$ cat config.mk
export PLATFORM = sky130hd
export DESIGN_NAME = draw_cursor_sprite_flat
export DESIGN_NICKNAME = d
export VERILOG_FILES = /design/src/rtl/cursor_pkg.sv /design/src/rtl/vga_if.sv /design/src/rtl/cursor_sprite_rom.sv /design/src/rtl/draw_cursor_sprite.sv /design/src/flat_wrapper.sv
export SDC_FILE = /design/constraint.sdc
export NUM_CORES = 1
export LEC_CHECK = 0
export BUFFER_PORTS_ARGS = -buffer_cell sky130_fd_sc_hd__buf_2
export CELL_PAD_IN_SITES_DETAIL_PLACEMENT = 1
export CELL_PAD_IN_SITES_GLOBAL_PLACEMENT = 2
export CORE_MARGIN = 5
export CORE_UTILIZATION = 32
export CTS_CLUSTER_SIZE = 25
export DETAILED_ROUTE_END_ITERATION = 12
export PLACE_DENSITY = 0.83
export SLEW_MARGIN = 20
export SYNTH_ARGS = -nofsm -noshare
export SYNTH_HDL_FRONTEND = slang
export SYNTH_SLANG_ARGS = --single-unit
export TNS_END_PERCENT = 30
$ cat constraint.sdc
create_clock -name clk40MHz -period 3.08 [get_ports clk40MHz]
set_clock_uncertainty 0.05 [all_clocks]
set_input_delay 0.154 -clock clk40MHz [delete_from_list [all_inputs] [get_ports clk40MHz]]
set_output_delay 0.154 -clock clk40MHz [all_outputs]
set_load 0.03 [all_outputs]
$ cat src/rtl/cursor_pkg.sv
// Shared types, sprite image and code enum for the mouse-cursor overlay.
// The arrow image is stored one row per word, column 0 in the top two bits.
package cursor_pkg;

  localparam int SPR_W_DEF = 16;
  localparam int SPR_H_DEF = 16;
  localparam int SPR_AW    = $clog2(SPR_W_DEF * SPR_H_DEF);

  typedef logic [1:0] spr_pix_t;

  typedef enum logic [1:0] {
    TRANSP  = 2'b00,
    OUTLINE = 2'b01,
    FILL    = 2'b10,
    ACCENT  = 2'b11
  } spr_code_e;

  typedef struct packed {
    logic [11:0] hcount;
    logic [11:0] vcount;
    logic        hsync;
    logic        vsync;
    logic        hblnk;
    logic        vblnk;
    logic [11:0] rgb;
  } vga_pix_t;

  localparam logic [31:0] ARROW [16] = '{
    32'h4000_0000, 32'h5000_0000, 32'h6400_0000, 32'h6900_0000,
    32'h6A40_0000, 32'h7A90_0000, 32'h6AA4_0000, 32'h6AA9_0000,
    32'h6A55_4000, 32'h6990_0000, 32'h5190_0000, 32'h4064_0000,
    32'h0064_0000, 32'h0019_0000, 32'h0014_0000, 32'h0000_0000
  };

  function automatic spr_pix_t arrow_pix(input logic [3:0] row, input logic [3:0] col);
    logic [31:0] r;
    r = ARROW[row];
    return r[{~col, 1'b0} +: 2];
  endfunction

endpackage

$ cat src/rtl/vga_if.sv
// VGA pixel-stream bundle passed between drawing stages.
interface vga_if;
  logic [11:0] hcount;
  logic [11:0] vcount;
  logic        hsync;
  logic        vsync;
  logic        hblnk;
  logic        vblnk;
  logic [11:0] rgb;

  modport in  (input  hcount, vcount, hsync, vsync, hblnk, vblnk, rgb);
  modport out (output hcount, vcount, hsync, vsync, hblnk, vblnk, rgb);
endinterface

$ cat src/rtl/cursor_sprite_rom.sv
// Registered-read sprite ROM, one cycle latency; larger sprites tile the 16x16 arrow.
module cursor_sprite_rom
  import cursor_pkg::*;
#(
  parameter int SPR_W = 16,
  parameter int SPR_H = 16
) (
  input  logic                             clk40MHz,
  input  logic [$clog2(SPR_W*SPR_H)-1:0]  addr,
  output spr_pix_t                         code
);
  localparam int XW = $clog2(SPR_W);
  localparam int YW = $clog2(SPR_H);

  logic [3:0] row;
  logic [3:0] col;

  always_comb begin
    row = 4'(addr[XW+YW-1:XW]);
    col = 4'(addr[XW-1:0]);
  end

  // NOTE: the read register is deliberately not reset; hit_d is reset and masks it.
  always_ff @(posedge clk40MHz) begin
    code <= arrow_pix(row, col);
  end
endmodule

$ cat src/rtl/draw_cursor_sprite.sv
// Mouse-cursor overlay: frame-latched position, blink, click colour, fixed 2-cycle latency.
module draw_cursor_sprite
  import cursor_pkg::*;
#(
  parameter int          SPR_W        = 16,
  parameter int          SPR_H        = 16,
  parameter int          BLINK_FRAMES = 30,
  parameter logic [11:0] COL_OUTLINE  = 12'h000,
  parameter logic [11:0] COL_FILL     = 12'hFFF,
  parameter logic [11:0] COL_CLICK    = 12'hF80,
  parameter logic [11:0] COL_ACCENT   = 12'h0AF
) (
  input  logic        clk40MHz,
  input  logic        rst,
  input  logic [11:0] xpos,
  input  logic [11:0] ypos,
  input  logic        left,
  input  logic        enable,
  input  logic        blink_en,
  vga_if.in           in,
  vga_if.out          out
);
  localparam int XW = $clog2(SPR_W);
  localparam int YW = $clog2(SPR_H);
  localparam int CW = (BLINK_FRAMES > 1) ? $clog2(BLINK_FRAMES) : 1;

  logic          vblnk_prev, frame_rise;
  logic [11:0]   x_l, y_l;
  logic          click_l, visible;
  logic [CW-1:0] frame_cnt;

  assign frame_rise = in.vblnk & ~vblnk_prev;

  // NOTE: sequential state uses non-blocking assignments so every register samples pre-edge values.
  always_ff @(posedge clk40MHz) begin
    if (rst) begin
      vblnk_prev <= 1'b0;
      x_l        <= '0;
      y_l        <= '0;
      click_l    <= 1'b0;
      frame_cnt  <= '0;
      visible    <= 1'b1;
    end else begin
      vblnk_prev <= in.vblnk;
      if (frame_rise) begin
        x_l     <= xpos;
        y_l     <= ypos;
        click_l <= left;
      end
      if (!blink_en) begin
        frame_cnt <= '0;
        visible   <= 1'b1;
      end else if (frame_rise) begin
        if (frame_cnt == CW'(BLINK_FRAMES - 1)) begin
          frame_cnt <= '0;
          visible   <= ~visible;
        end else begin
          frame_cnt <= frame_cnt + CW'(1);
        end
      end
    end
  end

  // Stage 1: sprite-relative offset; bit 12 catches pixels left of / above the sprite.
  logic [12:0]        dx, dy;
  logic               hit;
  logic [XW+YW-1:0]   rom_addr;
  vga_pix_t           s0, s1;
  logic               hit_d, en_d;
  spr_pix_t           code;

  // NOTE: every always_comb output gets a default first so no latch is inferred.
  always_comb begin
    dx       = {1'b0, in.hcount} - {1'b0, x_l};
    dy       = {1'b0, in.vcount} - {1'b0, y_l};
    hit      = (dx < 13'(SPR_W)) && (dy < 13'(SPR_H)) && !dx[12] && !dy[12]
               && !(in.hblnk || in.vblnk);
    rom_addr = {dy[YW-1:0], dx[XW-1:0]};
    s0       = '{hcount: in.hcount, vcount: in.vcount, hsync: in.hsync, vsync: in.vsync,
                 hblnk: in.hblnk, vblnk: in.vblnk, rgb: in.rgb};
  end

  always_ff @(posedge clk40MHz) begin
    if (rst) begin
      s1    <= '0;
      hit_d <= 1'b0;
      en_d  <= 1'b0;
    end else begin
      s1    <= s0;
      hit_d <= hit;
      en_d  <= enable;
    end
  end

  // The ROM's own read register is the stage-1 address register.
  cursor_sprite_rom #(.SPR_W(SPR_W), .SPR_H(SPR_H)) u_rom (
    .clk40MHz (clk40MHz),
    .addr     (rom_addr),
    .code     (code)
  );

  // Stage 2: palette lookup and overlay.
  logic [11:0] rgb_nxt;

  always_comb begin
    rgb_nxt = s1.rgb;
    if (hit_d && en_d && visible) begin
      case (spr_code_e'(code))
        OUTLINE: rgb_nxt = COL_OUTLINE;
        FILL:    rgb_nxt = click_l ? COL_CLICK : COL_FILL;
        ACCENT:  rgb_nxt = COL_ACCENT;
        default: rgb_nxt = s1.rgb;
      endcase
    end
  end

  always_ff @(posedge clk40MHz) begin
    if (rst) begin
      out.hcount <= '0;
      out.vcount <= '0;
      out.hsync  <= 1'b0;
      out.vsync  <= 1'b0;
      out.hblnk  <= 1'b0;
      out.vblnk  <= 1'b0;
      out.rgb    <= '0;
    end else begin
      out.hcount <= s1.hcount;
      out.vcount <= s1.vcount;
      out.hsync  <= s1.hsync;
      out.vsync  <= s1.vsync;
      out.hblnk  <= s1.hblnk;
      out.vblnk  <= s1.vblnk;
      out.rgb    <= rgb_nxt;
    end
  end
endmodule
$ cat src/flat_wrapper.sv
// flat-port wrapper written by rule: the top's interface ports become plain ports
module draw_cursor_sprite_flat import cursor_pkg::*;
#(
  parameter int          SPR_W        = 16,
  parameter int          SPR_H        = 16,
  parameter int          BLINK_FRAMES = 30,
  parameter logic [11:0] COL_OUTLINE  = 12'h000,
  parameter logic [11:0] COL_FILL     = 12'hFFF,
  parameter logic [11:0] COL_CLICK    = 12'hF80,
  parameter logic [11:0] COL_ACCENT   = 12'h0AF
)
  (clk40MHz, rst, xpos, ypos, left, enable, blink_en, in_hcount, in_vcount, in_hsync, in_vsync, in_hblnk, in_vblnk, in_rgb, out_hcount, out_vcount, out_hsync, out_vsync, out_hblnk, out_vblnk, out_rgb);
  vga_if in_i ();
  vga_if out_i ();
  input  logic clk40MHz;
  input  logic rst;
  input  logic [11:0] xpos;
  input  logic [11:0] ypos;
  input  logic left;
  input  logic enable;
  input  logic blink_en;
  input wire logic [$bits(in_i.hcount)-1:0] in_hcount;
  input wire logic [$bits(in_i.vcount)-1:0] in_vcount;
  input wire logic [$bits(in_i.hsync)-1:0] in_hsync;
  input wire logic [$bits(in_i.vsync)-1:0] in_vsync;
  input wire logic [$bits(in_i.hblnk)-1:0] in_hblnk;
  input wire logic [$bits(in_i.vblnk)-1:0] in_vblnk;
  input wire logic [$bits(in_i.rgb)-1:0] in_rgb;
  output wire logic [$bits(out_i.hcount)-1:0] out_hcount;
  output wire logic [$bits(out_i.vcount)-1:0] out_vcount;
  output wire logic [$bits(out_i.hsync)-1:0] out_hsync;
  output wire logic [$bits(out_i.vsync)-1:0] out_vsync;
  output wire logic [$bits(out_i.hblnk)-1:0] out_hblnk;
  output wire logic [$bits(out_i.vblnk)-1:0] out_vblnk;
  output wire logic [$bits(out_i.rgb)-1:0] out_rgb;
  assign in_i.hcount = in_hcount;
  assign in_i.vcount = in_vcount;
  assign in_i.hsync = in_hsync;
  assign in_i.vsync = in_vsync;
  assign in_i.hblnk = in_hblnk;
  assign in_i.vblnk = in_vblnk;
  assign in_i.rgb = in_rgb;
  assign out_hcount = out_i.hcount;
  assign out_vcount = out_i.vcount;
  assign out_hsync = out_i.hsync;
  assign out_vsync = out_i.vsync;
  assign out_hblnk = out_i.hblnk;
  assign out_vblnk = out_i.vblnk;
  assign out_rgb = out_i.rgb;
  draw_cursor_sprite #(.SPR_W(SPR_W), .SPR_H(SPR_H), .BLINK_FRAMES(BLINK_FRAMES), .COL_OUTLINE(COL_OUTLINE), .COL_FILL(COL_FILL), .COL_CLICK(COL_CLICK), .COL_ACCENT(COL_ACCENT)) u_core (.clk40MHz(clk40MHz), .rst(rst), .xpos(xpos), .ypos(ypos), .left(left), .enable(enable), .blink_en(blink_en), .in(in_i), .out(out_i));
endmodule
==> impl_metrics.tcl, run 1 <==
set metrics [dict create \
    status "finished clean" \
    p_leak_nw 3.04 \
    routed-wl-met2_um 7910 \
    period_share 0.865 \
    period_needed_ns 2.67 \
    synth-simple-area-share 0.219 \
    synthAdderAreaFrac 0.0833 \
    cp.arrival_ns 2.95 \
    grt_start_max_net_pins 105 \
    cts-root-buf "clkbuf_16" \
    drc 0 \
    dr_wl_met3_um 633 \
    final_util 0.459 \
    async_reset_ff_frac 0 \
    yosysTopAreaCell "dfxtp_1" \
    synth_compound_area_frac 0.154 \
    p_per_area_nw_per_um2 615 \
    reg2reg_depth 9 \
    cts_made_buffers 17 \
    synth_top_family_by_area "simple AND/OR/NAND/NOR gates" \
    path_clk_slew_ns 0.06 \
    final_layout_size_suffix_gt1_frac 0.203 \
    synth-xor-area-share 0.0259 \
    cp-end-kind "flip-flop" \
    drt_first_pass_iters 4 \
    maxCapViolCount 0 \
    area_growth_pct 40.6 \
    clock-sinks 115 \
    dp_cells 874 \
    setup_ws_ns 0.415 \
    ys_top_cells_by_count "dfxtp_1 (115), nand2_1 (74), nor2b_1 (70)" \
    synth_nets 667 \
    synth_most_common_cell "dfxtp_1" \
    wirelength_um 15400 \
    reg2reg_from "u_core.y_l[0]" \
    die_w_um 135 \
    tightestPinTransition_ns 1.06 \
    tns_ns 0 \
    io_pins 109 \
    startpoint "in_vcount[0]" \
    fin_cells 969 \
    r2r_end "u_core.u_rom.code[0]" \
    drt-initial-drc-count 161 \
    r2r_setup_slack_ns 0.52 \
    die_area_um2 18200 \
    ys_seq_area_frac 0.462 \
    routed.top_layer "met4" \
    core_area_um2 15300 \
    die_y_um 135 \
    synth_area_per_cell_um2 8.81 \
    overflow 0 \
    worstPathMaxFanout 5 \
    wl_per_cell_um 15.9 \
    post-dp-hpwl_um 10200 \
    wl_met1_um 6610 \
    ant_nets 0 \
    critical_path_required_ns 3.37 \
    cp-start-kind "primary input" \
    crit_type "primary input to flip-flop" \
    cts_tree "yes" \
    synthMuxAreaShare 0.0103 \
    num_antenna_cells 0 \
    htreeDepth 4 \
    setup_viol 0 \
    synth_edf_count 0 \
    relSlewSlack 0.291 \
    synthCells 566 \
    pre_cts_slack_ns 0.527 \
    ys_ff_latch 115 \
    portBuffers 108 \
    synth_area_um2 4980 \
    max_freq_ghz 0.375 \
    ir_drop_uv 362 \
    post_cts_resize_count 0 \
    vias_per_cell 4.68 \
    slew_violations 0 \
    finish.net_count 848 \
    hp-class "primary input to flip-flop" \
    yosysWarnings 0 \
    ys.flop_type "dfxtp_1" \
    synth.area.top_cells "dfxtp_1 (46%), nor2b_1 (8.8%), ha_1 (7.5%)" \
    grt_pass1_wl_um 24800 \
    grt_util_all_layers 0.173 \
    hold_ws_ns 0.0233 \
    gp_congestion 0.789 \
    hold_viol 0 \
    initial_core_util 0.327 \
    grt_pass1_vias 4986 \
    crit_end "u_core.u_rom.code[0]" \
    synth.distinct_cells 54 \
    vias 4532 \
    clock_path_buffers 2 \
    clock_latency_ns 0.41 \
    antenna_found_initial 0 \
    rsz0062_at_grt "no" \
    num_rows 45 \
    synth_top_area_share 0.462 \
]
worst max-delay path: stages:
cell and delay, ns:
dlygate4sd3_1 0.51, buf_2 0.09, inv_1 0.05, ha_1 0.22
fa_1 0.59, inv_1 0.11, ha_1 0.35, nand2b_1 0.18
and3_1 0.20, nor4_1 0.23, o22ai_1 0.13, mux2i_1 0.14
area by class of cell:
cell class / instances / area, um^2
Fill cell: 1775 / 8250
Timing Repair Buffer: 179 / 1240
Tap cell: 211 / 264
Inverter: 43 / 161
Clock inverter: 10 / 135
Clock buffer: 20 / 447
Sequential cell: 115 / 2300
Multi-Input combinational cell: 391 / 2460
worst min path at each step:
stage / startpoint / to / slack [ns] / depth (start not counted)
final: in_vcount[1] / u_core.s1[17] / 0.02 / 3
after floorplan: rst / u_core.visible / 0.21 / 2
after detailed placement: in_rgb[5] / u_core.s1[5] / 0.32 / 2
after global routing: in_vcount[1] / u_core.s1[17] / 0.03 / 3
after CTS: blink_en / u_core.visible / 0.002 / 3
after global placement: in_vsync / u_core.s1[14] / 0.32 / 2
sequential cells by signal, summed over array words and instances (netlist names), 2 cells and up:
name	cells
u_core.frame_cnt	5
u_core.out.hcount	12
u_core.x_l	12
u_core.s1	40
u_core.out.rgb	12
u_core.y_l	12
u_core.u_rom.code	2
u_core.out.vcount	12
cell usage in the layout, fill, tap and decap left out, types with 5 or more instances in the layout:
cell           Yosys  routed
dfxtp_1          115     115
buf_2              0     107
nand2_1           74      74
nor2b_1           70      69
dlygate4sd3_1      0      65
a21oi_1           53      53
inv_1             43      43
nor2_1            34      34
ha_1              30      30
o21ai_0           17      17
clkbuf_16          0      17
nor3_1             8       8
nand2b_1           7       7
nand3_1            7       7
buf_4              0       7
xor2_1             6       6
o21a_1             6       6
xnor2_1            5       5
o22ai_1            5       5
cell families after synthesis:
group / count (synthesis)
flip-flops: 115
AO/OA/AOI/OAI: 121
multiplexers: 5
buffers and inverters: 60
XOR/XNOR: 13
adder cells (fa/ha/maj): 32
AND/OR/NAND/NOR: 220
what timing repair did:
action | CTS | global route
endpoints found under the hold margin | 65 | 0
hold buffers | 65 | 0
setup buffers | 0 | 0
where the power goes:
part,switching [mW],leakage [nW],total (mW),internal (mW)
sequential,0.0344,0.949,1.60,1.57
clock,0.694,0.274,1.97,1.28
combinational,0.420,1.81,0.738,0.317
total,1.15,3.04,4.31,3.16
per-stage QoR:
step / total power, mW / area, um^2
2_1_floorplan: 2.08 / 4980
6_report: 4.31 / 7010
3_5_place_dp: 2.30 / 5780
4_1_cts: 4.35 / 7010
3_3_place_gp: 2.30 / 5780
5_1_grt: 4.51 / 7010
per-layer routing:
metal	vias up	track usage
met5	-	0
met4	0	0.0577
met3	19	0.0414
met2	104	0.317
met1	2138	0.195
li1	2271	-
(Power assumes the default switching activity.)
==> run 2, diff against run 1 <==
--- a/config.mk
+++ b/config.mk
@@ -17,4 +17,3 @@
 export SYNTH_ARGS = -nofsm -noshare
 export SYNTH_HDL_FRONTEND = slang
 export SYNTH_SLANG_ARGS = --single-unit
-export TNS_END_PERCENT = 30
==> constraint.sdc (replaced) <==
create_clock -name clk40MHz -period 3 [get_ports clk40MHz]
set_clock_uncertainty 0.05 [all_clocks]
set_input_delay 0.15 -clock clk40MHz [delete_from_list [all_inputs] [get_ports clk40MHz]]
set_output_delay 0.15 -clock clk40MHz [all_outputs]
set_load 0.03 [all_outputs]
==> impl_metrics.tcl, run 2 (synthesis results as in run 1) <==
set metrics [dict create \
    status "finished clean" \
    path_clk_slew_ns 0.05 \
    crit_path_top_delay_cell "fa_1" \
    final_cell_mix "dfxtp_1 (115), buf_2 (107), nand2_1 (74)" \
    cp-start-kind "primary input" \
    num_antenna_cells 0 \
    ir_drop_uv 391 \
    critical_path_required_ns 3.25 \
    pre_cts_slack_ns 0.408 \
    num_rows 45 \
    initial_core_util 0.327 \
    core_area_um2 15300 \
    max_freq_ghz 0.369 \
    rsz0062_at_grt "no" \
    slew_violations 0 \
    post_cts_resize_count 0 \
    htreeDepth 4 \
    grt_start_max_net_pins 105 \
    drt_first_pass_iters 4 \
    grt_pass1_wl_um 24800 \
    tns_ns 0 \
    reg2reg_depth 9 \
    cpPeakStageDelay_ns 0.58 \
    cts_setup_buffers 0 \
    cts_tree "yes" \
    largest-register "u_core.s1" \
    final_util 0.456 \
    worstPathMaxFanout 5 \
    post-dp-hpwl_um 10100 \
    grt_pass1_vias 4934 \
    crit_cells 12 \
    period_needed_ns 2.71 \
    period_share 0.903 \
    p_per_area_nw_per_um2 602 \
    final_layout_size_suffix_gt1_frac 0.204 \
    die_y_um 135 \
    vias_per_cell 4.78 \
    min_path_cells 3 \
    area_growth_pct 39.4 \
    drc 0 \
    vias 4628 \
    fill_cells 1801 \
    path_buf_inv 4 \
    finish.net_count 847 \
    wl_per_cell_um 15.6 \
    placed_area_um2 5760 \
    clock-sinks 115 \
    portBuffers 108 \
    clock_path_buffers 2 \
    die_w_um 135 \
    hold_ws_ns 0.0201 \
    die_area_um2 18200 \
    relSlewSlack 0.308 \
    cts_made_buffers 17 \
    setup_ws_ns 0.291 \
    maxCapViolCount 0 \
    cp.arrival_ns 2.96 \
    hp-class "primary input to flip-flop" \
    hold_viol 0 \
    p_leak_nw 3.01 \
    io_pins 109 \
    wirelength_um 15100 \
    critPathTopFamily "adder cells" \
    cp-end-kind "flip-flop" \
    layout_commonest_cell "dfxtp_1" \
    setup_viol 0 \
    overflow 0 \
    gp_congestion 0.807 \
    tightestPinTransition_ns 1.04 \
    crit_type "primary input to flip-flop" \
    antenna_found_initial 0 \
    cts-root-buf "clkbuf_16" \
    crit_chain "dlygate4sd3_1, buf_2, inv_1, ha_1, fa_1, inv_1, ha_1, nand2b_1, a21oi_1, o311a_1, o22ai_1, mux2i_1" \
    ant_nets 0 \
    final_area_um2 6950 \
    largest_reg_flops 40 \
    grt_util_all_layers 0.172 \
    clock_latency_ns 0.42 \
    drt-initial-drc-count 165 \
]
[run 2: layout make-up]
cell class / count / area (um^2) / area share
Multi-Input combinational cell: 391 / 2460 / 0.354
Sequential cell: 115 / 2300 / 0.331
Timing Repair Buffer: 178 / 1230 / 0.177
Clock buffer: 18 / 439 / 0.0632
Tap cell: 211 / 264 / 0.0380
Inverter: 43 / 161 / 0.0232
Clock inverter: 13 / 90.1 / 0.0130
[run 2: path summary, 6_finish.rpt]
kind | from | to | slack (ns)
worst max-delay path | in_vcount[0] | u_core.u_rom.code[0] | 0.29
worst min-delay path | in_vcount[1] | u_core.s1[17] | 0.02
worst max register to register | u_core.y_l[0] | u_core.u_rom.code[0] | 0.40
worst min register to register | u_core.s1[22] | u_core.out.vcount[6] | 0.39
[run 2: metal layers]
| layer | vias up | part of all wire | GRT usage |
|---|---|---|---|
| li1 | 2267 | - | - |
| met5 | - | 0 | 0 |
| met4 | 0 | 0.018 | 0.0543 |
| met2 | 125 | 0.51 | 0.312 |
| met3 | 32 | 0.049 | 0.0514 |
| met1 | 2204 | 0.42 | 0.192 |
[run 2: report_power, final]
part / internal (mW) / switching (mW) / total (mW)
clock network: 1.06 / 0.726 / 1.79
logic: 0.322 / 0.429 / 0.752
registers: 1.61 / 0.0359 / 1.64
[run 2: stage by stage]
stage               std cells  power (mW)
floorplan                 566        2.13
global placement          872        2.32
detailed placement        872        2.35
CTS                       969        4.23
global route              969        4.40
finish                    969        4.18
[run 2: worst register-to-register path: stages (launching register included)]
cell and delay [ns]:
dfxtp_1 0.31, ha_1 0.20, fa_1 0.58, inv_1 0.11, ha_1 0.35, nand2b_1 0.14, a21oi_1 0.09, o311a_1 0.38
o22ai_1 0.17, mux2i_1 0.10
[run 2: what timing repair did]
item | in CTS | in global routing
hold buffers | 66 | 0
endpoints found under the setup margin | 0 | 0
endpoints found under the hold margin | 66 | 0
